**src/rtl/skid_pipe_reg.sv**
```systemverilog
// rtl/skid_pipe_reg.sv - two-entry skid pipeline register with registered in_ready.
// Optional stall counter output enabled by defining SKID_PIPE_REG_STATS_EN.
module skid_pipe_reg #(
    parameter int WIDTH = 32
) (
    input  logic             CLK,
    input  logic             Reset,
    input  logic             in_valid,
    input  logic [WIDTH-1:0] in_data,
    output logic             in_ready,
    output logic             out_valid,
    output logic [WIDTH-1:0] out_data,
    input  logic             out_ready,
    input  logic             flush
`ifdef SKID_PIPE_REG_STATS_EN
    ,
    output logic [15:0]      stall_cnt
`endif
);

    typedef enum logic [1:0] {
        EMPTY = 2'd0,
        ONE   = 2'd1,
        FULL  = 2'd2
    } state_t;

    state_t           state_q, state_d;
    logic [WIDTH-1:0] main_q, main_d;
    logic [WIDTH-1:0] skid_q, skid_d;
    logic             in_ready_q, in_ready_d;
    logic             accept;
    logic             rel;

    assign in_ready  = in_ready_q;
    assign out_valid = (state_q != EMPTY);
    assign out_data  = main_q;
    assign accept    = in_valid & in_ready_q;
    assign rel       = out_valid & out_ready;

    always_comb begin
        state_d = state_q;
        main_d  = main_q;
        skid_d  = skid_q;
        case (state_q)
            EMPTY: begin
                if (accept) begin
                    main_d  = in_data;
                    state_d = ONE;
                end
            end
            ONE: begin
                if (accept && rel) begin
                    main_d = in_data;
                end else if (accept) begin
                    skid_d  = in_data;
                    state_d = FULL;
                end else if (rel) begin
                    state_d = EMPTY;
                end
            end
            FULL: begin
                if (rel) begin
                    main_d  = skid_q;
                    state_d = ONE;
                end
            end
            default: state_d = EMPTY;
        endcase
        if (flush) begin
            state_d = EMPTY;
        end
        // Registered from the next state so in_ready never depends on out_ready combinationally.
        in_ready_d = (state_d != FULL);
    end

    always_ff @(posedge CLK or negedge Reset) begin
        if (!Reset) begin
            state_q    <= EMPTY;
            main_q     <= '0;
            skid_q     <= '0;
            in_ready_q <= 1'b0;
        end else begin
            state_q    <= state_d;
            main_q     <= main_d;
            skid_q     <= skid_d;
            in_ready_q <= in_ready_d;
        end
    end

`ifdef SKID_PIPE_REG_STATS_EN
    logic [15:0] stall_cnt_q, stall_cnt_d;

    assign stall_cnt = stall_cnt_q;

    always_comb begin
        stall_cnt_d = stall_cnt_q;
        if (flush) begin
            stall_cnt_d = 16'h0000;
        end else if (out_valid && !out_ready && (stall_cnt_q != 16'hFFFF)) begin
            stall_cnt_d = stall_cnt_q + 16'h0001;
        end
    end

    always_ff @(posedge CLK or negedge Reset) begin
        if (!Reset) begin
            stall_cnt_q <= 16'h0000;
        end else begin
            stall_cnt_q <= stall_cnt_d;
        end
    end
`endif

endmodule

```
**config.mk**
```make
export PLATFORM = sky130hd
export DESIGN_NAME = skid_pipe_reg
export DESIGN_NICKNAME = d
export VERILOG_FILES = /design/src/rtl/skid_pipe_reg.sv
export SDC_FILE = /design/constraint.sdc
export NUM_CORES = 1
export LEC_CHECK = 0
export ABC_AREA = 1
export BUFFER_PORTS_ARGS = -buffer_cell sky130_fd_sc_hd__buf_4
export CAP_MARGIN = 40
export CORE_MARGIN = 5
export CORE_UTILIZATION = 25
export DETAILED_ROUTE_END_ITERATION = 8
export RECOVER_POWER = 100
export SLEW_MARGIN = 20
export SYNTH_ARGS = -nofsm -noshare
export SYNTH_HDL_FRONTEND = slang
export SYNTH_SLANG_ARGS = --single-unit
```
**constraint.sdc**
```tcl
create_clock -name CLK -period 4 [get_ports CLK]
set_clock_uncertainty 0.2 [all_clocks]
set_input_delay 1 -clock CLK [delete_from_list [all_inputs] [get_ports CLK]]
set_output_delay 1 -clock CLK [all_outputs]
set_load 0.03 [all_outputs]
```
* After elaboration in Yosys (flattened, before gate mapping) *
Cells that the tools add are included.

storage, ports and cells
  bits in registers = 67
  bits in latches = 0
  RAM bits = 0
  memory bits (read-only) = 0
  output and inout bits = 34
  logic and storage cells = 30
  memories = 0

cells by class
  add/sub/neg operators = 0
  multiply operators = 0
  divide/modulo/power cells = 0
  order comparisons = 0
  equality and inequality tests = 6
  shift operators = 0
  multiplexer cells = 11
  bitwise logic cells = 3
  reductions and logical operators = 6

operator list
  cell                count
  $mux 32             3
  $pmux 32 s3         1
  $mux 2              6
  $ne 2x2->1 const B  4
  $pmux 2 s3          1
  $reduce_and 4->1    1
  $reduce_and 3->1    1
  $reduce_bool 3->1   1
  $and 1x1->1         2
  $eq 2x1->1 const B  1
  $eq 2x2->1 const B  1
  $logic_not 2->1     1
  $reduce_bool 2->1   1
  $logic_and 1x1->1   1
  $not 1->1           1

* Depth between registers and ports, before layout *
Gate-level depths: netlist of run 1.

  depth after elaboration = 8
  depth in mapped cells = 8
  gate-level depth less buffers = 6

* Worst setup path after synthesis of run 1 *
Ideal clock, no wire load.

  kind = input to register
  start = input in_valid
  end = register main_q[22], in the netlist out_data[22]
  library setup time = 118 ps
  data arrival time = 1678 ps
  data required time = 3682 ps
  setup slack = 2004 ps
  stages on the path = 6
  buffers on the path = 1
  cells stage by stage = nand2_1 nand2_2 nand3_1 buf_2 nand2_1 nand2_1

between the ends
  longest elaborated chain between the ends = 4

RTL lines
  item                                 RTL line  text
  start, declared                      8         input logic in_valid,
  $and 1x1->1 *                        37        assign accept = in_valid & in_ready_q;
  $logic_and 1x1->1                    52        if (accept && rel) begin
  $ne 2x2->1 (no source line)          --
  $reduce_and 4->1 (no source line) *  --
  end signal, assigned                 84        main_q <= main_d;
  end, declared                        28        logic [WIDTH-1:0] main_q, main_d;

Every way passes the cells marked *; elsewhere a longest branch is shown, timed or not.
A chain may end at the register's enable or synchronous reset.

* Worst setup path in the final report of run 1 *
  start = input in_valid
  end = register main_q[20], in the netlist out_data[20]

The elaborated chain is that of the path after synthesis.

==> results_dict.tcl, run 1 <==
set metrics [dict create \
    status "completed" \
    seqCellArea_um2 1677 \
    vias 2823 \
    synth_common_cells "197 x nand2_1, 97 x nand3_1, 67 x dfrtp_1, 11 x clkbuf_1, 9 x buf_2" \
    drt_pre_antenna_iters 4 \
    hp-class "flip-flop to flip-flop" \
    gp_congestion 0.7543 \
    syn-instance-count 407 \
    fin_nets 506 \
    cts_root_buffer "clkbuf_16" \
    fill_cells 1309 \
    crit_slowest_cell "clkbuf_1" \
    layout-drive-gt1-share 0.1308 \
    synth_seq_cells 67 \
    synth.area.top_cells "dfrtp_1 54%, nand2_1 24%, nand3_1 15%" \
    clock_latency_ns 0.32 \
    worst_ep_arrival_time_ns 2.88 \
    ant_nets 0 \
    post_cts_resized 0 \
    p_per_area_nw_per_um2 547.4 \
    viasPerCell 4.397 \
    yosysSeqAreaShare 0.5351 \
    async_flop_share 1.000 \
    cts.clk_slew.worst_paths_ns 0.06 \
    vdd_drop_max_v 0.0001646 \
    synth_edf_count 0 \
    drc 0 \
    drtIter0Drc 175 \
    cts.sink_count 67 \
    cts_buffers 9 \
    port_buffers 70 \
    synthToLayoutAreaGrowth_pct 27.40 \
    synth.top_cell.area_share 0.5351 \
    dp_hpwl_mm 5.810 \
    hold_viol_final 0 \
    fin_crit_ns 2.817 \
    fmax_ghz 0.3550 \
    yosysWarnings 0 \
    cts_tree "yes" \
    cts_setup_buffers 0 \
    ctsHtreeMaxLevel 3 \
    ios 71 \
    row_count 40 \
    multi_input_comb_area_um2 1289 \
    grt_pass1_wl_mm 14.81 \
    grt_usage 0.1269 \
    maxSlewViolCount 0 \
    crit_path_max_fanout 22 \
    maxSlewHeadroom 0.02392 \
    yosys.area.top_type "dfrtp_1" \
    n_antenna_cell 0 \
    fin_crit_sh 0.7042 \
    die_w_um 121.9 \
    syn-cell-area_um2 3133 \
    holdBufCountCts 0 \
    antenna_found_initial 0 \
    die_h_um 121.9 \
    yosysMostFrequentCell "nand2_1" \
    clock_path_buffers 2 \
    first_global_vias 2782 \
    routed_wl_mm 8.818 \
    syn_area_per_cell_um2 7.698 \
    wl_per_cell_um 13.74 \
    core_area_um2 12160 \
    synthDistinctLibCells 17 \
    crit_top_cell "nand2_1" \
    slowest_delay_ns 0.85 \
    syn-num-nets 444 \
    endpoint_kind "flip-flop" \
    start_util 0.2576 \
    holdWs_ns 0.2689 \
    path_cells "clkbuf_4, nand2_1, nand2_2, nand3_1, clkbuf_1, nand2_1, nand2_1" \
    leakagePower_nw 2.113 \
    cp-start-kind "primary input" \
    cp.required_ns 4.06 \
    worstMarginPinSlew_ns 1.464 \
    tns_ns 0 \
    setup_viol 0 \
    rsz0062_at_grt "no" \
    dieArea_um2 14870 \
    maxCapViolCount 0 \
    synth_ff_type "dfrtp_1" \
    grt_max_degree 68 \
    overflow 0 \
    critPathKind "primary input to flip-flop" \
]
registers in the layout, summed over array words and instances (netlist names):
name	count
out_data	32
skid_q	32
state_q	2
in_ready	1
metrics by stage:
stage	total power, mW	util	instances	setup WS (ns)	area (um2)
4_1_cts	2.264	0.3400	641	1.390	4135
6_report	2.185	0.3282	642	1.183	3991
2_1_floorplan	1.155	-	407	2.004	3133
5_1_grt	2.306	0.3282	642	0.9071	3991
3_3_place_gp	1.328	0.3107	624	1.405	3779
3_5_place_dp	1.342	0.3119	625	1.304	3794
where the power goes:
part	total, mW	switching, mW	internal (mW)
combinational	0.399	0.283	0.116
sequential	0.883	0.0728	0.810
clock	0.903	0.292	0.611
logic make-up (layout without fill, tap and decap cells):
logic type	count (synthesis)	count (layout)	synth area share
compound gates	2	2	0.003192
simple gates	304	304	0.4089
flops	67	67	0.5351
buf+inv	34	101	0.05271
final timing paths:
| path | endpoint | from | cells after the start | slack [ns] |
|---|---|---|---|---|
| worst min-delay path | skid_q[19] | skid_q[19] | 2 | 0.27 |
| min in group asynchronous | out_data[22] | Reset | 1 | 0.42 |
| worst min register to register | skid_q[19] | skid_q[19] | 2 | 0.27 |
| worst max register to register | out_data[20] | state_q[1] | 5 | 1.32 |
| max in group asynchronous | out_data[21] | Reset | 2 | 1.36 |
| worst max-delay path | out_data[20] | in_valid | 7 | 1.18 |
cell usage in the layout, fill, tap and decap left out:
cell type	n
a21oi_1	1
clkbuf_1	38
inv_2	2
dfrtp_1	67
clkbuf_2	1
nor2_1	4
nand4_1	1
buf_4	40
inv_6	1
nor2_2	1
clkbuf_16	9
nor3_1	1
clkinv_2	1
bufinv_16	3
clkinv_4	1
nor2_4	1
nand3_1	97
clkbuf_4	1
nand2_2	1
nand2_1	198
inv_1	4
o21ai_0	1
cell type report:
class	instances	area share
Clock buffer	10	0.05737
Clock inverter	6	0.02821
Inverter	6	0.005643
Multi-Input combinational cell	306	0.3229
Sequential cell	67	0.4201
Tap cell	168	0.05266
Timing Repair Buffer	79	0.1132
critical path: cells and delay by family:
family / cells / cell delay (ns)
simple gates: 5 / 0.90
buf+inv: 2 / 0.96
routing by layer:
metal,global-route usage,wire length [um],part of all wire
met2,0.1934,4049,0.46
met4,0.04272,67,0.0076
met3,0.03853,602,0.068
met1,0.1718,4099,0.46
met5,0,0,0
No activity file was read; power rests on OpenSTA's default activity.
==> run 2, diff against run 1 <==
ABC_AREA = 0   (was 1)
clock period = 2.7 ns   (was 4 ns; I/O delays follow)
==> run 2 against run 1 <==
  * Flip-flop and latch count stayed put
  * Global-route usage is 2.8 points lower
  * Die area is 9.5% lower
  * Clock power is 32% higher
  * Area after synthesis is 10% lower
  * Synthesized cell count is 52% lower
  * Largest cell class unchanged
  * Sequential share of layout area is 3.6 points higher
  * Utilization is 0.81 points higher
  * Critical path type is now flip-flop to flip-flop
  * Critical endpoint is now skid_q[31]
==> results_dict.tcl, run 2 <==
set metrics [dict create \
    ant_nets 0 \
    yosysSeqAreaShare 0.5966 \
    core_area_um2 10940 \
    final_cell_mix "67 x dfrtp_1, 39 x buf_4, 34 x clkbuf_1" \
    maxSlewHeadroom 0.4378 \
    hp-class "primary input to async pin" \
    slowest_delay_ns 0.44 \
    power.total_mw 3.135 \
    cp.required_ns 2.70 \
    grt_pass1_wl_mm 10.49 \
    layoutNonFillerInstCount 412 \
    n_antenna_cell 0 \
    yosysWarnings 0 \
    overflow 0 \
    path_cells "nand3b_4, nor3b_1, clkbuf_2, mux2_2" \
    synth.area.top_cells "dfrtp_1 60%, mux2_2 13%, o32a_1 11%" \
    hold_viol_final 0 \
    gp_congestion 0.7256 \
    tns_ns 0 \
    cp-start-kind "flip-flop" \
    grt_max_degree 35 \
    maxSlewViolCount 0 \
    dieArea_um2 13460 \
    fin_util 0.3363 \
    row_count 38 \
    cts_buffers 9 \
    syn-cell-area_um2 2810 \
    setup_viol 0 \
    wl_per_cell_um 15.27 \
    rsz0062_at_grt "no" \
    synthToLayoutAreaGrowth_pct 30.85 \
    syn-instance-count 194 \
    first_global_vias 2110 \
    cts_tree "yes" \
    dp_hpwl_mm 4.470 \
    clock_path_buffers 2 \
    die_w_um 116.0 \
    holdBufCountCts 0 \
    port_buffers 70 \
    synth_seq_cells 67 \
    fill_cells 1152 \
    syn_area_per_cell_um2 14.49 \
    fin_crit_sh 0.8277 \
    p_per_area_nw_per_um2 852.5 \
    vdd_drop_max_v 0.0002957 \
    worstMarginPinSlew_ns 0.8434 \
    fin_crit_ns 2.235 \
    fmax_ghz 0.4475 \
    crit_path_max_fanout 18 \
    layout-drive-gt1-share 0.3529 \
    place_inst 396 \
    drtIter0Drc 41 \
    cts.clk_slew.worst_paths_ns 0.06 \
    cts_setup_buffers 0 \
    status "completed" \
    synth_common_cells "67 x dfrtp_1, 32 x mux2_2, 32 x o21a_1, 32 x o32a_1, 7 x clkbuf_1" \
    clock_latency_ns 0.32 \
    synth.top_cell.area_share 0.5966 \
    post_cts_resized 0 \
    synth_edf_count 0 \
    syn-num-nets 231 \
    routed_wl_mm 6.291 \
    fin_nets 304 \
    synth_ff_type "dfrtp_1" \
    synthDistinctLibCells 21 \
    holdWs_ns 0.2499 \
    grt_usage 0.09919 \
    worst_ep_arrival_time_ns 2.23 \
    yosysMostFrequentCell "dfrtp_1" \
    cts_root_buffer "clkbuf_16" \
    die_h_um 116.0 \
    critPathKind "flip-flop to flip-flop" \
    endpoint_kind "flip-flop" \
    yosys.area.top_type "dfrtp_1" \
    drc 0 \
    leakagePower_nw 1.473 \
    viasPerCell 4.752 \
    async_flop_share 1.000 \
    ctsHtreeMaxLevel 3 \
    drt_pre_antenna_iters 4 \
    start_util 0.2570 \
    crit_buf_inv 1 \
    path_delay_family "simple AND/OR/NAND/NOR gates" \
    antenna_found_initial 0 \
    cts.sink_count 67 \
    vias 1958 \
    crit_slowest_cell "clkbuf_2" \
    ios 71 \
    final_common_cell "dfrtp_1" \
    maxCapViolCount 0 \
]
[run 2: changes by cell type after synthesis, sizes merged, moves of 2 or more]
cell | before | now
mux2 | 0 | 32
buf | 17 | 9
inv | 6 | 2
o21a | 0 | 32
clkbuf | 11 | 7
nor2 | 6 | 0
nand3b | 0 | 2
o32a | 0 | 32
nand2 | 199 | 0
nand3 | 97 | 0
[run 2: layer usage]
layer | track usage | vias to the layer above | wire [um]
met5 | 0 | - | 0
met4 | 0.04176 | 0 | 68
met3 | 0.02872 | 8 | 344
met2 | 0.1630 | 44 | 3100
met1 | 0.1219 | 1003 | 2778
li1 | - | 903 | -
[run 2: report_power, final]
part           total [mW]  switching (mW)  leakage, nW  internal [mW]
combinational       0.607           0.335        0.553          0.273
sequential           1.33           0.113        0.776           1.22
clock                1.19           0.427        0.144          0.766
[run 2: cell type report]
cell class / instances / area (um2) / share of cell area
multi-input cells: 109 / 1036 / 0.2817
flip-flops and latches: 67 / 1677 / 0.4559
well taps: 140 / 175.2 / 0.04764
inverters: 2 / 7.507 / 0.002042
repair buffers: 78 / 467.9 / 0.1273
clock inverters: 5 / 61.31 / 0.01667
clock buffers: 11 / 252.7 / 0.06873
[run 2: final timing paths]
path	from	end	slack [ns]	cells past startpoint
worst min-delay path	Reset	out_data[13]	0.25	1
max in group asynchronous	Reset	in_ready	0.73	2
worst min register to register	out_data[21]	out_data[21]	0.29	1
worst max register to register	state_q[1]	skid_q[31]	0.47	4
min in group CLK	out_data[21]	out_data[21]	0.29	1
worst max-delay path	state_q[1]	skid_q[31]	0.47	4
[run 2: stage by stage]
step	worst slack (ns)	cell area, um2
after floorplan	0.7832	2810
after global placement	0.4202	3485
final	0.4653	3677
after global routing	0.3381	3677
after CTS	0.5673	3846
after detailed placement	0.3976	3532
[run 2: logic make-up (layout without fill, tap and decap cells)]
family / after synthesis / in the layout / share of synthesized area
compound gates: 68 / 68 / 0.2088
flops: 67 / 67 / 0.5966
mux: 32 / 32 / 0.1282
buf+inv: 18 / 96 / 0.03473
simple gates: 9 / 9 / 0.03162
